==> config.mk <==
export PLATFORM = sky130hd
export DESIGN_NAME = red_secuencial
export DESIGN_NICKNAME = d
export VERILOG_FILES = /design/src/rtl/red_secuencial.sv
export SDC_FILE = /design/constraint.sdc
export NUM_CORES = 1
export LEC_CHECK = 0
export CORE_UTILIZATION = 44
export DETAILED_ROUTE_END_ITERATION = 6
export PLACE_DENSITY = 0.72
export SYNTH_ARGS = -nofsm -noshare
export SYNTH_HDL_FRONTEND = slang
export SYNTH_SLANG_ARGS = --single-unit
==> constraint.sdc <==
create_clock -name clk -period 1.4 [get_ports clk]
set_clock_uncertainty 0.05 [all_clocks]
set_input_delay 0.21 -clock clk [delete_from_list [all_inputs] [get_ports clk]]
set_output_delay 0.21 -clock clk [all_outputs]
set_load 0.01 [all_outputs]
==> src/rtl/red_secuencial.sv <==
`default_nettype none
// ============================================================================
// red_secuencial : serial MSB-first unsigned comparator, Zout = (A > B), one bit/clk
// Option macro RED_EARLY_EXIT_EN : finish as soon as {P,Q} is decided.  Rev 1.0
// ============================================================================
module red_secuencial #(
   parameter int N = 3
) (
   input  logic         clk,
   input  logic         reset,
   input  logic         start,
   input  logic [N-1:0] A,
   input  logic [N-1:0] B,
   output logic         busy,
   output logic         done,
   output logic         Zout,
   output logic [1:0]   pq
);
   localparam int IW = (N > 2) ? $clog2(N) : 1;
`ifdef RED_EARLY_EXIT_EN
   localparam bit EARLY_EXIT = 1'b1;
`else
   localparam bit EARLY_EXIT = 1'b0;
`endif
   localparam logic [IW-1:0] IDX_MSB = IW'(N - 1);
   localparam logic [IW-1:0] IDX_ONE = IW'(1);
   localparam logic [IW-1:0] IDX_ZERO = '0;

   typedef enum logic [1:0] {
      S_IDLE  = 2'd0,
      S_INIT  = 2'd1,
      S_SHIFT = 2'd2,
      S_FINAL = 2'd3
   } state_t;

   state_t        state_q, state_d;
   logic [N-1:0]  a_q, a_d;
   logic [N-1:0]  b_q, b_d;
   logic [IW-1:0] idx_q, idx_d;
   logic [1:0]    pq_q, pq_d;
   logic          zout_q, zout_d;
   logic          done_q, done_d;
   logic          bit_a, bit_b;
   logic [1:0]    cell_pq;

   always_ff @(posedge clk) begin
      if (reset) begin
         state_q <= S_IDLE;
         a_q     <= '0;
         b_q     <= '0;
         idx_q   <= '0;
         pq_q    <= 2'b00;
         zout_q  <= 1'b0;
         done_q  <= 1'b0;
      end else begin
         state_q <= state_d;
         a_q     <= a_d;
         b_q     <= b_d;
         idx_q   <= idx_d;
         pq_q    <= pq_d;
         zout_q  <= zout_d;
         done_q  <= done_d;
      end
   end

   // The single reused cell: with {P,Q} cleared it is also the initial cell.
   always_comb begin
      bit_a   = a_q[idx_q];
      bit_b   = b_q[idx_q];
      cell_pq = (pq_q == 2'b00) ? {bit_a & ~bit_b, ~bit_a & bit_b} : pq_q;
   end

   always_comb begin
      state_d = state_q;
      a_d     = a_q;
      b_d     = b_q;
      idx_d   = idx_q;
      pq_d    = pq_q;
      zout_d  = zout_q;
      done_d  = 1'b0;
      unique case (state_q)
         S_IDLE: begin
            if (start) begin
               a_d     = A;
               b_d     = B;
               pq_d    = 2'b00;
               idx_d   = IDX_MSB;
               state_d = S_INIT;
            end
         end
         S_INIT, S_SHIFT: begin
            pq_d  = cell_pq;
            idx_d = (idx_q != IDX_ZERO) ? idx_q - IDX_ONE : idx_q;
            if (idx_q == IDX_ONE || (EARLY_EXIT && cell_pq != 2'b00)) begin
               state_d = S_FINAL;
            end else begin
               state_d = S_SHIFT;
            end
         end
         S_FINAL: begin
            zout_d  = pq_q[1] | (~pq_q[1] & ~pq_q[0] & a_q[0] & ~b_q[0]);
            done_d  = 1'b1;
            state_d = S_IDLE;
         end
         default: state_d = S_IDLE;
      endcase
   end

   assign busy = (state_q != S_IDLE);
   assign done = done_q;
   assign Zout = zout_q;
   assign pq   = pq_q;

endmodule
`default_nettype wire

======== Word-level counts from Yosys, hierarchy flattened ========
Cells that the tools add are included.
storage, ports and cells
  logic and storage cells ................. 50
  input port bits ......................... 9
  flip-flop bits (word level) ............. 14
  output and inout bits ................... 5
operators by class
  bitwise operators ....................... 11
  magnitude comparators ................... 1
  muxes and demuxes ....................... 14
  add/sub/neg operators ................... 1
  reduce and logical (&&, ||, !) cells .... 9
  equality and inequality tests ........... 7
operators with widths
  operator                                                    number
  2-to-1 mux 2 bit                                            5
  case mux 2 bit (2 select lines)                             2
  != test 2 bit, second input constant                        3
  case mux 2 bit (3 select lines)                             1
  AND reduction 3 bit                                         2
  nonzero test 2 bit                                          3
  AND 1 bit                                                   5
  NOT 1 bit                                                   5
  binary-select mux 1 bit (select 2 bit)                      2
  equality test 2 x 1 -> 1 bit, second input constant         2
  equality test 2 bit, second input constant                  2
  zero test 2 bit                                             2
  2-to-1 mux 1 bit                                            4
  less-than comparator 2 x 3 -> 1 bit, second input constant  1
  AND reduction 2 bit                                         1
  OR reduction 2 bit                                          1
  subtractor 2 x 1 -> 2 bit, second input constant            1
  bitwise OR 1 bit                                            1

======== Logic depth before layout (Yosys ltp) ========
  depth in word-level cells ............... 6
  gate-level depth with buffers ........... 8
  mapped depth without buffers ............ 6

======== Worst setup path after synthesis ========
OpenSTA, ideal clock, no wires.
  kind .................................... register -> register
  start point ............................. reg state_q[0]
  end point ............................... reg idx_q[1]
  arrival time ............................ 1.207 ns
  slack ................................... 0.057 ns
  data required time ...................... 1.264 ns
  path buffers ............................ 2
  clock period less this slack ............ 1.343 ns
  setup time .............................. 0.086 ns
  stages on the path, launching flop included .. 8
  cells stage by stage .................... dfxtp_1 -> inv_1 -> ha_1 -> buf_2 -> nand2b_4 -> buf_6 -> o21ai_1 -> a221oi_2
between the ends
  longest elaborated chain between the ends .. 4
  elaborated cells on any way between the ends .. 9
  classes of those cells .................. 4 x eq/ne; 1 x mux; 4 x reduce/logical
ends and longest elaborated chain
  element                                                                     RTL line  text
  start, declared                                                             36        state_t state_q, state_d;
  start signal, assigned                                                      56        state_q <= state_d;
  equality test 2 x 1 -> 1 bit / equality test 2 bit (equally long branches)  81        unique case (state_q)
  OR reduction 2 bit                                                          81
  != test 2 bit (no line) / nonzero test 2 bit (equally long branches)        -
  AND reduction 3 bit (no line)                                               -
  end signal, assigned                                                        59        idx_q <= idx_d;
  end, declared                                                               39        logic [IW-1:0] idx_q, idx_d;
Several ways; a longest one is shown, not always the timed one.
A chain may end at the register's enable or synchronous reset.

======== Worst setup path after layout ========
  start point ............................. reg state_q[0]
  end point ............................... out busy
between the ends
  longest elaborated chain between the ends .. 1
ends and longest elaborated chain
  element             RTL line  text
  nonzero test 2 bit  109       assign busy = (state_q != S_IDLE);
  end, declared       14        output logic busy,
No other way between the ends.

==> impl_metrics.env <==
export IMPL_status="complete, but fails checks"
export IMPL_failed_checks="DRC"
export IMPL_dpl_cell_area_um2=872
export IMPL_firstDrtPassIters=5
export IMPL_cts_hold_buf=0
export IMPL_ys_types=26
export IMPL_crit_start="state_q[0]"
export IMPL_final_cells=116
export IMPL_cp_required_ns=1.14
export IMPL_antenna_found_initial=0
export IMPL_dpl_hpwl_um=997
export IMPL_remaining_drc_errors=1
export IMPL_peakVddDrop_uv=1370
export IMPL_start_kind="flip-flop"
export IMPL_grt_max_degree=13
export IMPL_worstReg2RegStart="state_q[0]"
export IMPL_drtIter0Drc=11
export IMPL_slew_viol_final=0
export IMPL_grt_pass1_wl_um=2440
export IMPL_cpPeakStageDelay_ns=0.32
export IMPL_tritoncts="yes"
export IMPL_worst_slew_pin_slew_ns=0.197
export IMPL_cp_data_arrival_time_ns=1.09
export IMPL_path_clk_slew_ns=0.08
export IMPL_cp_common_cell="inv_1"
export IMPL_antenna_cells=0
export IMPL_worstHoldStart="b_q[1]"
export IMPL_powerDensity_nw_per_um2=1930
export IMPL_setup_tns_ns=0
export IMPL_gp_congestion=0.758
export IMPL_criticalPathCategory="reg2out"
export IMPL_ioPinCount=14
export IMPL_ant_nets=0
export IMPL_syn_area_um2=713
export IMPL_grt_usage_pct=18.4
export IMPL_max_slew_margin_pct=86.8
export IMPL_crit_fanout=2
export IMPL_coreArea_um2=1510
export IMPL_cp_slowest_cell="dfxtp_2"
export IMPL_crit_path_cell_trace="inv_1 -> ha_4 -> inv_1 -> clkdlybuf4s15_2"
export IMPL_start_util_pct=47.3
export IMPL_via_count=615
export IMPL_fp_dieW_um=42.3
export IMPL_drive_above_1_share_pct=23.0
export IMPL_fin_nets=115
export IMPL_port_buffers=13
export IMPL_setup_violations=0
export IMPL_rows=14
export IMPL_finalCriticalPeriod_ns=1.35
export IMPL_synth_seq_cells=14
export IMPL_period_share_pct=96.7
export IMPL_grt_overflow=0
export IMPL_clk_path_buf_depth=2
export IMPL_cellLeakagePower_nw=0.407
export IMPL_netlist_area_leader_share_pct=39.3
export IMPL_final_cell_mix="dfxtp_1 (11), nand2_1 (10), a21oi_1 (8), clkdlybuf4s50_1 (8)"
export IMPL_regToRegSetupSlack_ns=0.08
export IMPL_worst_setup_path_end_kind="output pin"
export IMPL_layout_commonest_cell="dfxtp_1"
export IMPL_yosysSeqAreaShare_pct=39.3
export IMPL_n_fill_cell=136
export IMPL_hold_path_class="reg2reg"
export IMPL_area_growth_pct=30.2
export IMPL_synth_top_area_cell="dfxtp_1"
export IMPL_fmax_mhz=739
export IMPL_numCtsBuffers=3
export IMPL_synth_warnings=0
export IMPL_syn_num_nets=95
export IMPL_wl_um=1410
export IMPL_maxCapViolations=0
export IMPL_hold_depth=2
export IMPL_root_buffer="clkbuf_4"
export IMPL_fin_area_um2=928
export IMPL_avgSynthCellArea_um2=8.70
export IMPL_wl_per_cell_um=12.2
export IMPL_cts_htree_levels=1
export IMPL_via_per_inst=5.30
export IMPL_clk_latency_ns=0.28
export IMPL_reg2regPathDepth=7
export IMPL_die_h_um=42.3
export IMPL_dp_cells=112
export IMPL_synth_area_leaders="dfxtp_1 (39%), ha_1 (7.0%), nand2_1 (5.8%)"
export IMPL_clock_sinks=14
export IMPL_syn_inst=82
export IMPL_fp_dieArea_um2=1790
export IMPL_grt_pass1_vias=558
export IMPL_hold_viol_final=0
-- cells in the mapped netlist --
cell type,n
a211oi_1,2
a21oi_1,8
a21oi_2,1
a221oi_2,1
and2_1,1
and3b_2,1
buf_2,2
buf_6,2
clkbuf_1,1
dfxtp_1,14
ha_1,4
inv_1,6
mux2_4,1
mux2i_1,3
nand2_1,11
nand2b_4,1
nand3_1,6
nand4_1,1
nor2_1,6
nor2b_1,1
nor3b_1,1
nor3b_2,1
o211ai_1,2
o21ai_1,3
o22ai_1,1
o31ai_1,1
-- where the power goes --
part           switching (mW)  internal, mW
Clock                   0.131         0.100
Sequential             0.0705         0.507
Combinational           0.498         0.486
-- path summary, 6_finish.rpt --
path	end
worst max-delay path	busy
worst min-delay path	b_q[1]
worst max register to register	idx_q[0]
worst min register to register	b_q[1]
-- worst max-delay path, delay by kind of cell (launching register included) --
kind                     cells  cell delay (ns)
flip-flops                   1             0.32
adder cells (fa/ha/maj)      1             0.15
buffers and inverters        3             0.34
-- cells by family (layout without fill, tap and decap cells) --
family          after synthesis  after routing  share of synthesized area (%)
simple gates                 30             30                           21.9
compound gates               19             19                           17.2
flops                        14             14                           39.3
buf+inv                      11             29                           8.24
fa+ha+maj                     4              4                           7.02
mux                           4              4                           6.32
-- through the flow --
| stage | power (mW) | worst slack [ns] | util, % | hold slack [ns] |
|---|---|---|---|---|
| detailed placement | 1.46 | -0.0132 | 57.9 | 0.401 |
| global placement | 1.43 | 0.0308 | 57.9 | 0.397 |
| CTS | 1.69 | 0.0111 | 59.5 | 0.413 |
| floorplan | 1.20 | 0.0566 | - | 0.226 |
| global route | 1.95 | -0.00492 | 61.6 | 0.423 |
| finish | 1.79 | 0.0468 | 61.6 | 0.416 |
-- metal layers --
layer	vias to the layer above	global-route usage, %	share of wire [%]
met4	0	5.63	1.3
li1	317	-	-
met5	-	0	0
met3	3	7.76	4.3
met2	13	28.9	48
met1	282	22.7	47
-- sequential cells by signal, indices dropped and copies added (netlist names) --
name	count
Zout	1
state_q	2
idx_q	2
a_q	3
pq	2
b_q	3
done	1
-- cell type report --
| cell class | count | area, µm² | area share, % |
|---|---|---|---|
| clock buffer | 3 | 22.5 | 2.43 |
| tap | 16 | 20.0 | 2.16 |
| inverter | 6 | 22.5 | 2.43 |
| sequential | 14 | 284 | 30.6 |
| multi-input combinational | 57 | 393 | 42.3 |
| timing repair buffer | 20 | 186 | 20.1 |
-- timing repair --
item,CTS,global route
resized for setup,8,7
pin swaps,0,1
setup buffers,0,1
setup endpoints to repair,5,7
Power figures use the tool's default switching activity.
